## config.mk

```make
export PLATFORM = sky130hd
export DESIGN_NAME = ntt_barrett_modmul
export DESIGN_NICKNAME = d
export VERILOG_FILES = /design/src/rtl/ntt_barrett_modmul_pkg.sv /design/src/rtl/ntt_barrett_modmul_mu_div.sv /design/src/rtl/ntt_barrett_modmul.sv
export SDC_FILE = /design/constraint.sdc
export NUM_CORES = 2
export LEC_CHECK = 0
export ABC_CLOCK_PERIOD_IN_PS = 8100
export CAP_MARGIN = 20
export CORE_AREA = 10 10 408 410
export CTS_CLUSTER_SIZE = 40
export DETAILED_ROUTE_END_ITERATION = 7
export DIE_AREA = 0 0 418 420
export GPL_TIMING_DRIVEN = 0
export HOLD_SLACK_MARGIN = 0.06
export SYNTH_ARGS = -nofsm -noshare
export SYNTH_HDL_FRONTEND = slang
export SYNTH_HIERARCHICAL = 1
export SYNTH_SLANG_ARGS = --single-unit
```

## constraint.sdc

```tcl
create_clock -name clk -period 8.1 [get_ports clk]
set_input_delay 0.81 -clock clk [delete_from_list [all_inputs] [get_ports clk]]
set_output_delay 0.81 -clock clk [all_outputs]
set_load 0.05 [all_outputs]
```

## src/rtl/ntt_barrett_modmul_pkg.sv

```systemverilog
// Shared types and width helpers for the NTT Barrett twiddle multiplier and
// its mu divider.
`ifndef DATA_SIZE_ARB
`define DATA_SIZE_ARB 16
`endif

package ntt_barrett_modmul_pkg;

    typedef enum logic [1:0] {
        StUncfg,
        StCalc,
        StReady
    } state_e;

    // Input handshake to out_valid, in cycles, with out_ready held high.
    localparam int unsigned PIPE_LAT = 4;

    // Barrett constant width (MUW = 2W).
    function automatic int unsigned mu_width(input int unsigned w);
        return 2 * w;
    endfunction

    // Width of the partially reduced remainder (RW = W+2, holds r < 3q).
    function automatic int unsigned r_width(input int unsigned w);
        return w + 2;
    endfunction

endpackage

```

## src/rtl/ntt_barrett_modmul_mu_div.sv

```systemverilog
// Sequential restoring divider producing mu = floor(2^(2W) / q), one quotient
// bit per cycle over 2W+1 cycles.
module barrett_mu_div
    import ntt_barrett_modmul_pkg::*;
#(
    parameter int unsigned W = `DATA_SIZE_ARB
) (
    input  logic           clk,
    input  logic           reset,
    input  logic           start,
    input  logic [W-1:0]   q,
    output logic           busy,
    output logic           done,
    output logic [2*W-1:0] mu
);
    localparam int unsigned MUW = mu_width(W);
    localparam int unsigned CW  = $clog2(MUW + 1);

    logic           busy_q;
    logic [CW-1:0]  cnt_q;
    logic [W-1:0]   rem_q;
    logic [MUW-2:0] quo_q;
    logic [MUW-1:0] mu_q;

    logic [W:0]     rem_sh;
    logic [W:0]     rem_sub;
    logic           qbit;

    // The dividend 2^(2W) is a single 1 followed by 2W zeros, fed MSB first.
    always_comb begin
        rem_sh  = {rem_q, (cnt_q == '0)};
        rem_sub = rem_sh - {1'b0, q};
        qbit    = (rem_sh >= {1'b0, q});
    end

    assign done = busy_q && (cnt_q == CW'(MUW));
    assign busy = busy_q;
    assign mu   = mu_q;

    always_ff @(posedge clk or negedge reset) begin
        if (!reset) begin
            busy_q <= 1'b0;
            cnt_q  <= '0;
            rem_q  <= '0;
            quo_q  <= '0;
            mu_q   <= '0;
        end else if (start) begin
            busy_q <= 1'b1;
            cnt_q  <= '0;
            rem_q  <= '0;
            quo_q  <= '0;
        end else if (busy_q) begin
            rem_q <= qbit ? W'(rem_sub) : W'(rem_sh);
            quo_q <= (MUW-1)'({quo_q, qbit});
            cnt_q <= cnt_q + CW'(1);
            // The first quotient bit is always 0 (q >= 2), so it falls off the top.
            if (done) begin
                busy_q <= 1'b0;
                mu_q   <= {quo_q, qbit};
            end
        end
    end

endmodule

```

## src/rtl/ntt_barrett_modmul.sv

```systemverilog
// Pipelined Barrett modular multiplier: out_data = (in_a * in_w) mod q, with the
// even butterfly operand carried alongside so both reach the add/sub stage aligned.
module ntt_barrett_modmul
    import ntt_barrett_modmul_pkg::*;
#(
    parameter int unsigned W   = `DATA_SIZE_ARB,
    parameter int unsigned PW  = `DATA_SIZE_ARB,
    parameter int unsigned LAT = PIPE_LAT
) (
    input  logic          clk,
    input  logic          reset,
    input  logic          cfg_load,
    input  logic [W-1:0]  cfg_q,
    output logic          cfg_busy,
    output logic          cfg_err,
    output logic          cfg_ready,
    input  logic          in_valid,
    output logic          in_ready,
    input  logic [W-1:0]  in_a,
    input  logic [W-1:0]  in_w,
    input  logic [PW-1:0] in_pass,
    output logic          out_valid,
    input  logic          out_ready,
    output logic [W-1:0]  out_data,
    output logic [PW-1:0] out_pass
);
    localparam int unsigned MUW = mu_width(W);
    localparam int unsigned RW  = r_width(W);
    localparam int unsigned XMW = 2 * MUW;
    localparam int unsigned TQW = MUW + W;

    state_e         state_q;
    logic           cfg_err_q;
    logic           cfg_ready_q;
    logic [W-1:0]   mod_q;
    logic [MUW-1:0] mu_val;
    logic           div_busy;
    logic           div_done;

    logic [LAT-1:0] vld_q;
    logic [MUW-1:0] x1_q, x2_q, t2_q;
    logic [RW-1:0]  r3_q;
    logic [W-1:0]   data_q;
    logic [PW-1:0]  p1_q, p2_q, p3_q, pass_q;

    logic           advance;
    logic           pipe_empty;
    logic           cfg_ok;
    logic           fire;

    logic [XMW-1:0] xmu;
    logic [TQW-1:0] tq;
    logic [TQW-1:0] diff;
    logic [RW-1:0]  q_ext;
    logic [RW-1:0]  red1;
    logic [RW-1:0]  red2;

    barrett_mu_div #(
        .W (W)
    ) u_div (
        .clk   (clk),
        .reset (reset),
        .start (cfg_ok),
        .q     (mod_q),
        .busy  (div_busy),
        .done  (div_done),
        .mu    (mu_val)
    );

    always_comb begin
        advance    = !vld_q[LAT-1] || out_ready;
        pipe_empty = (vld_q == '0);
        cfg_ok     = cfg_load && (state_q != StCalc) && pipe_empty && (cfg_q >= W'(2));
        // An accepted load takes priority over an operand offered in the same cycle.
        in_ready   = (state_q == StReady) && advance && !cfg_ok;
        fire       = in_valid && in_ready;
    end

    always_comb begin
        xmu   = XMW'(x1_q) * XMW'(mu_val);
        tq    = TQW'(t2_q) * TQW'(mod_q);
        diff  = TQW'(x2_q) - tq;
        q_ext = RW'(mod_q);
        red1  = (r3_q >= q_ext) ? (r3_q - q_ext) : r3_q;
        red2  = (red1 >= q_ext) ? (red1 - q_ext) : red1;
    end

    assign cfg_busy  = div_busy;
    assign cfg_err   = cfg_err_q;
    assign cfg_ready = cfg_ready_q;
    assign out_valid = vld_q[LAT-1];
    assign out_data  = data_q;
    assign out_pass  = pass_q;

    always_ff @(posedge clk or negedge reset) begin
        if (!reset) begin
            state_q     <= StUncfg;
            cfg_err_q   <= 1'b0;
            cfg_ready_q <= 1'b0;
            mod_q       <= '0;
        end else begin
            cfg_err_q <= cfg_load && !cfg_ok;
            case (state_q)
                StUncfg, StReady: begin
                    if (cfg_ok) begin
                        state_q     <= StCalc;
                        mod_q       <= cfg_q;
                        cfg_ready_q <= 1'b0;
                    end
                end
                StCalc: begin
                    if (div_done) begin
                        state_q     <= StReady;
                        cfg_ready_q <= 1'b1;
                    end
                end
                default: begin
                    state_q     <= StUncfg;
                    cfg_ready_q <= 1'b0;
                end
            endcase
        end
    end

    // Whole pipeline moves in lockstep; bubbles travel with it.
    always_ff @(posedge clk or negedge reset) begin
        if (!reset) begin
            vld_q  <= '0;
            x1_q   <= '0;
            x2_q   <= '0;
            t2_q   <= '0;
            r3_q   <= '0;
            data_q <= '0;
            p1_q   <= '0;
            p2_q   <= '0;
            p3_q   <= '0;
            pass_q <= '0;
        end else if (advance) begin
            vld_q <= {vld_q[LAT-2:0], fire};
            if (fire) begin
                x1_q <= MUW'(in_a) * MUW'(in_w);
                p1_q <= in_pass;
            end
            if (vld_q[0]) begin
                x2_q <= x1_q;
                t2_q <= MUW'(xmu >> MUW);
                p2_q <= p1_q;
            end
            if (vld_q[1]) begin
                r3_q <= RW'(diff);
                p3_q <= p2_q;
            end
            if (vld_q[2]) begin
                data_q <= W'(red2);
                pass_q <= p3_q;
            end
        end
    end

endmodule

```

-- Yosys cells after proc, flatten, opt, wreduce, memory -nomap -nowiden
Cells that the tools add are included.
- $add $sub $neg: 5
- $mul: 3
- magnitude comparators: 4
- equal/unequal tests: 6
- multiplexer cells: 18
- bitwise operators: 1
- reduce and logical (&&, ||, !) cells: 23
- operator list (cell ; count):
    $mul A32 B32 Y64 ; 1
    $mux W16 ; 4
    $mux W31 ; 2
    $ge A18 B16 Y1 ; 2
    $mul A16 B16 Y32 ; 1
    $mul A32 B16 Y18 ; 1
    $sub A16 B16 Y16 ; 2
    $mux W18 ; 1
    $sub A18 B16 Y18 ; 1
    $sub A18 B18 Y18 ; 1
    $ge A17 B16 Y1 ; 1
    $ge A16 B2 Y1 const B ; 1
    $mux W6 ; 2
    $reduce_and A2 Y1 ; 6
    $logic_and A1 B1 Y1 ; 8
    $add A6 B1 Y6 const B ; 1
    $eq A6 B6 Y1 const B ; 1
    $logic_not A6 Y1 ; 1
    $mux W1 ; 5
    $logic_not A4 Y1 ; 1
    $mux W2 ; 2
    $ne A2 B2 Y1 const B ; 2
    $pmux W2 S2 ; 1
    $reduce_and A3 Y1 ; 1
    other kinds (10) ; 11
- flip-flop bits (word level): 290
- bits of input ports: 69
- output and inout bits: 37
- logic and storage cells: 79

-- Longest topological paths before layout
- depth after elaboration: 8
- mapped depth: 27
- mapped depth without buffers: 25

-- Cells and area by module
The synthesis kept the hierarchy.
- by module, submodules not included (module ; times used ; cells an instance ; area an instance (µm²) ; sequential area each (µm²)):
    ntt_barrett_modmul ; 1 ; 5379 ; 50522.2 ; 4729.5
    barrett_mu_div ; 1 ; 408 ; 4433.0 ; 2152.1

-- Worst setup path before layout
Ideal clock, no wire load.
- path type: reg-to-reg
- start point: reg x1_q[31]
- end point: reg t2_q[14]
- setup time: 0.133 ns
- data arrival time: 6.936 ns
- required time: 7.967 ns
- path slack: 1.031 ns
- cell stages (with the launch flop): 26
- path buffers: 2
- clock period less this slack: 7.069 ns
- cell sequence: dfrtp_1 > clkbuf_1 > clkbuf_1 > nand2_1 > fa_1 > inv_1 > fa_1 > fa_1 > inv_1 > fa_1 > inv_1 > fa_1 > fa_1 > fa_1 > inv_1 > fa_1 > inv_1 > ha_1 > and3_1 > a221oi_1 > o21ai_0 > a22o_1 > or3_1 > a31oi_1 > xor2_1 > o21ai_0
- word-level cells in the longest chain between the ends: 1
- ends and longest elaborated chain (what ; line ; text):
    start, declared ; ntt_barrett_modmul.sv:41 ; logic [MUW-1:0] x1_q, x2_q, t2_q;
    start signal, assigned ; ntt_barrett_modmul.sv:141 ; x1_q <= MUW'(in_a) * MUW'(in_w);
    $mul A32 B32 Y64 ; ntt_barrett_modmul.sv:80 ; xmu = XMW'(x1_q) * XMW'(mu_val);
    end signal, assigned ; ntt_barrett_modmul.sv:146 ; t2_q <= MUW'(xmu >> MUW);
    end, declared ; ntt_barrett_modmul.sv:41 ;
Every way passes these cells.
A chain may end at the register's enable or synchronous reset.

-- Worst setup path after layout
- start point: reg u_div.mu_q[7], in the netlist u_div/mu[7]
- end point: reg t2_q[3]
- word-level cells in the longest chain between the ends: 1
- ends and longest elaborated chain (what ; line ; text):
    start, declared ; ntt_barrett_modmul_mu_div.sv:23 ; logic [MUW-1:0] mu_q;
    start signal, assigned ; ntt_barrett_modmul_mu_div.sv:59 ; mu_q <= {quo_q, qbit};
    $mul A32 B32 Y64 ; ntt_barrett_modmul.sv:80 ;
Every way passes these cells.

==> out/qor.txt <==
Number of synthesized register bits -> 275
Hold violation total from the final report -> 0
Worst setup slack for register-to-register paths -> 0.002 ns
Share of total power consumed by net switching -> 49.1%
Routed wire length -> 186 mm
CTS HTree Levels -> 1
Share of total power in combinational logic -> 65.4%
Hold WC Path Type -> in2async
Reg-to-reg critical path startpoint -> u_div/mu[7]$_DFFE_PN0P_
Number of clock sinks -> 275
Maximum clock frequency -> 0.123 GHz
Area of the die -> 176000 sq um
Global-route total usage across every layer -> 21.2%
Ratio of cells with drive above 1 in the final layout -> 7.74%
FILL cells -> 16000
Synth async-reset ratio -> 100%
Final worst clock skew -> 0.0130 ns
Most frequent standard cell in the layout excluding fill and tap cells -> sky130_fd_sc_hd__inv_1
Setup violation total in the final timing report -> 0
Number of antenna violations at the first check in global routing -> 15
Wire per inst -> 23.1 um
Data arrival time of the worst path -> 8.58 ns
Worst reg-to-reg path cell count -> 21
Leading register cell type out of synthesis -> sky130_fd_sc_hd__dfrtp_1
Synth unique cells -> 75
Area taken by multi-input logic gates -> 42800 sq um
Max-slew violation count -> 0
Max-capacitance violation count -> 0
Overall power consumption -> 10.3 mW
Core Footprint -> 158000 sq um
Crit start category -> register
Last weighted congestion value of the routability-driven placer -> 1.01
Worst-path clk slew -> 0.07 ns
Number of global-route vias before repair -> 43800
Internal portion of total power -> 5.24 mW
Layout Cell Area excl Fill -> 60600 sq um
Total Nets Final -> 7524
Post-layout instance count excluding filler cells -> 8035
Measured slew at the worst slew-check pin -> 0.970 ns
Die width -> 418 um
Headroom to the max-slew limit -> 35.3%
Residual DRC count -> 0
Clk_lat worst skew -> 0.63 ns
Final antenna-violating net count -> 0
Die Y -> 420 um
Proportion of synthesized chip area in sequential cells -> 12.5%
LEAKAGE -> 30.5 nW
Wire length of the first global-routing pass -> 280 mm
Number of iterations in the first detailed-routing pass -> 6
Area used by sequential logic in the layout -> 6980 sq um
VDD IR-drop max -> 0.244 mV
Endpoint of the worst register-to-register path -> t2_q[3]$_DFFE_PN0P_
DP Wirelength -> 155 mm
Std-Cell Rows -> 146
Crit path time final -> 8.10 ns
Post-Syn Nets -> 7377
Count of flip-flops with a built-in enable after synthesis -> 0
Via count of the routed design -> 40800
Core utilization of the finished layout -> 38.4%
Switching power -> 5.04 mW
Starting density of the core -> 34.8%
Input/output buffers -> 105
Post-Place Cell Area -> 58700 sq um
Power density cells -> 170 nW/um^2
Average footprint of a synthesized cell -> 9.50 sq um
Initial DRC count -> 3288
Crit-path max FO -> 10
Register share of total power -> 19.3%
Instance count of the mapped netlist -> 5787
Synthesized area -> 55000 sq um
Most used cells in the layout excluding fill and tap cells -> 1150 x sky130_fd_sc_hd__inv_1, 1127 x sky130_fd_sc_hd__fa_1, 764 x sky130_fd_sc_hd__nand2_1
Sum of negative setup slack -> 0 ns
Fraction of the cycle the final worst path needs -> 100%
Run status -> finished, final reports clean
CTS tree -> yes
CTS Hold Bufs -> 0
Clock Tree Buf Depth -> 3
Total I/O pin count -> 106
Syn. warnings -> 6
Clock network fraction of design power -> 15.3%
Cell total after placement -> 7967
Number of buffers added by the clock tree synthesis step -> 30
Clk Tree Root Cell -> sky130_fd_sc_hd__clkbuf_16
P&R area growth vs syn -> 10.3%
Remaining Overflow, GRT -> 0
Type of the setup path with the least slack -> reg2reg
Data required, critical path -> 8.58 ns
Critical path endpoint category -> register
Via-to-Cell Ratio -> 5.08
Maximum number of pins on one net before global-route repair -> 113
## synth_stat cells (29+ instances only)
| cell type | instances | area [sq um] |
|---|---|---|
| sky130_fd_sc_hd__fa_1 | 1130 | 22600 |
| sky130_fd_sc_hd__a211oi_1 | 29 | 218 |
| sky130_fd_sc_hd__o21ai_0 | 122 | 611 |
| sky130_fd_sc_hd__nand2_1 | 765 | 2870 |
| sky130_fd_sc_hd__inv_1 | 1150 | 4320 |
| sky130_fd_sc_hd__clkbuf_1 | 273 | 1020 |
| sky130_fd_sc_hd__mux2i_1 | 56 | 561 |
| sky130_fd_sc_hd__xor2_1 | 54 | 473 |
| sky130_fd_sc_hd__a21oi_1 | 94 | 470 |
| sky130_fd_sc_hd__a21o_1 | 34 | 255 |
| sky130_fd_sc_hd__nor2_1 | 120 | 450 |
| sky130_fd_sc_hd__and2_1 | 748 | 4680 |
| sky130_fd_sc_hd__dfrtp_1 | 275 | 6880 |
| sky130_fd_sc_hd__mux2_2 | 139 | 1570 |
| sky130_fd_sc_hd__ha_1 | 391 | 4890 |
| sky130_fd_sc_hd__xnor2_1 | 108 | 946 |
## metrics by stage
stage | hold WS, ns | setup slack (ns)
finish | 0.0964 | 0.00226
CTS | 0.112 | 0.000856
global placement | 0.466 | -5.81
floorplan | 0.450 | 1.03
detailed placement | 0.475 | -1.77
global route | 0.136 | -0.000528
## flip-flops by register name, summed over array words and instances, names as in the netlist
name,cells
u_div/busy,1
out_pass,16
p2_q,16
mod_q,16
p1_q,16
vld_q,4
r3_q,18
t2_q,18
p3_q,16
x2_q,18
u_div/mu,32
u_div/rem_q,16
x1_q,32
out_data,16
cfg_err,1
state_q,2
u_div/cnt_q,6
u_div/quo_q,31
## timing repair
item                       4_1_cts  5_1_grt
setup endpoints to repair       18       14
buffers inserted                 1       17
resized for setup              235      157
pin swaps                        1       10
## power by group through the flow
stage / clock (mW) / combinational (mW) / sequential [mW]
after floorplan: 0 / 4.87 / 1.76
after global placement: 0 / 6.52 / 1.98
after detailed placement: 0 / 6.61 / 1.98
after CTS: 1.60 / 6.68 / 1.98
after global routing: 1.65 / 7.58 / 2.00
final: 1.57 / 6.73 / 1.98
## worst max path at each step
stage                              from                         end  slack [ns]
3_3_place_gp                      reset  u_div/cnt_q[3]$_DFFE_PN0P_       -5.81
3_5_place_dp   u_div/mu[23]$_DFFE_PN0P_        t2_q[17]$_DFFE_PN0P_       -1.77
5_1_grt            x1_q[17]$_DFFE_PN0P_         t2_q[5]$_DFFE_PN0P_     -0.0005
6_report        u_div/mu[7]$_DFFE_PN0P_         t2_q[3]$_DFFE_PN0P_       0.002
4_1_cts             x1_q[6]$_DFFE_PN0P_        t2_q[14]$_DFFE_PN0P_      0.0009
2_1_floorplan      x1_q[31]$_DFFE_PN0P_        t2_q[14]$_DFFE_PN0P_        1.03
## area by class of cell
cell class	count	area share [%]
diodes	5	0.0206
plain buffers	278	2.41
clock buffers	37	1.36
clock inverters	19	0.510
inverters	1150	7.12
multi-input cells	4073	70.6
flip-flops and latches	275	11.5
well taps	2072	4.28
repair buffers	126	2.16
## routing by layer
layer | track usage, % | up-vias | wire, um
li1 | - | 17700 | -
met1 | 28.2 | 21200 | 77000
met2 | 34.5 | 1583 | 84600
met3 | 3.39 | 383 | 14900
met4 | 8.14 | 6 | 9060
met5 | 0 | - | 39
## critical path: stages, from the launching register on
cell and delay [ns]:
sky130_fd_sc_hd__dfrtp_2 0.53, sky130_fd_sc_hd__clkbuf_4 0.41, sky130_fd_sc_hd__and2_1 0.31, sky130_fd_sc_hd__fa_1 0.48
sky130_fd_sc_hd__fa_1 0.54, sky130_fd_sc_hd__fa_1 0.53, sky130_fd_sc_hd__inv_1 0.05, sky130_fd_sc_hd__fa_1 0.49
sky130_fd_sc_hd__inv_1 0.06, sky130_fd_sc_hd__fa_1 0.48, sky130_fd_sc_hd__fa_1 0.57, sky130_fd_sc_hd__fa_1 0.44
sky130_fd_sc_hd__fa_1 0.44, sky130_fd_sc_hd__ha_1 0.39, sky130_fd_sc_hd__and3_1 0.22, sky130_fd_sc_hd__o211ai_1 0.27
sky130_fd_sc_hd__a21oi_2 0.37, sky130_fd_sc_hd__nand2b_1 0.09, sky130_fd_sc_hd__a21oi_1 0.46, sky130_fd_sc_hd__o21ai_0 0.27
sky130_fd_sc_hd__xnor2_1 0.39, sky130_fd_sc_hd__o21ai_0 0.13
## cells by family after synthesis
logic type	synth area share, %
adders and majority gates	50.1
muxes	3.87
buffers and inverters	9.92
AOI/OAI and AO/OA	4.79
and+or+nand+nor	16.3
DFF	12.5
xor gates and xnor gates	2.58
Note: power is estimated with default switching activity, not from simulation.
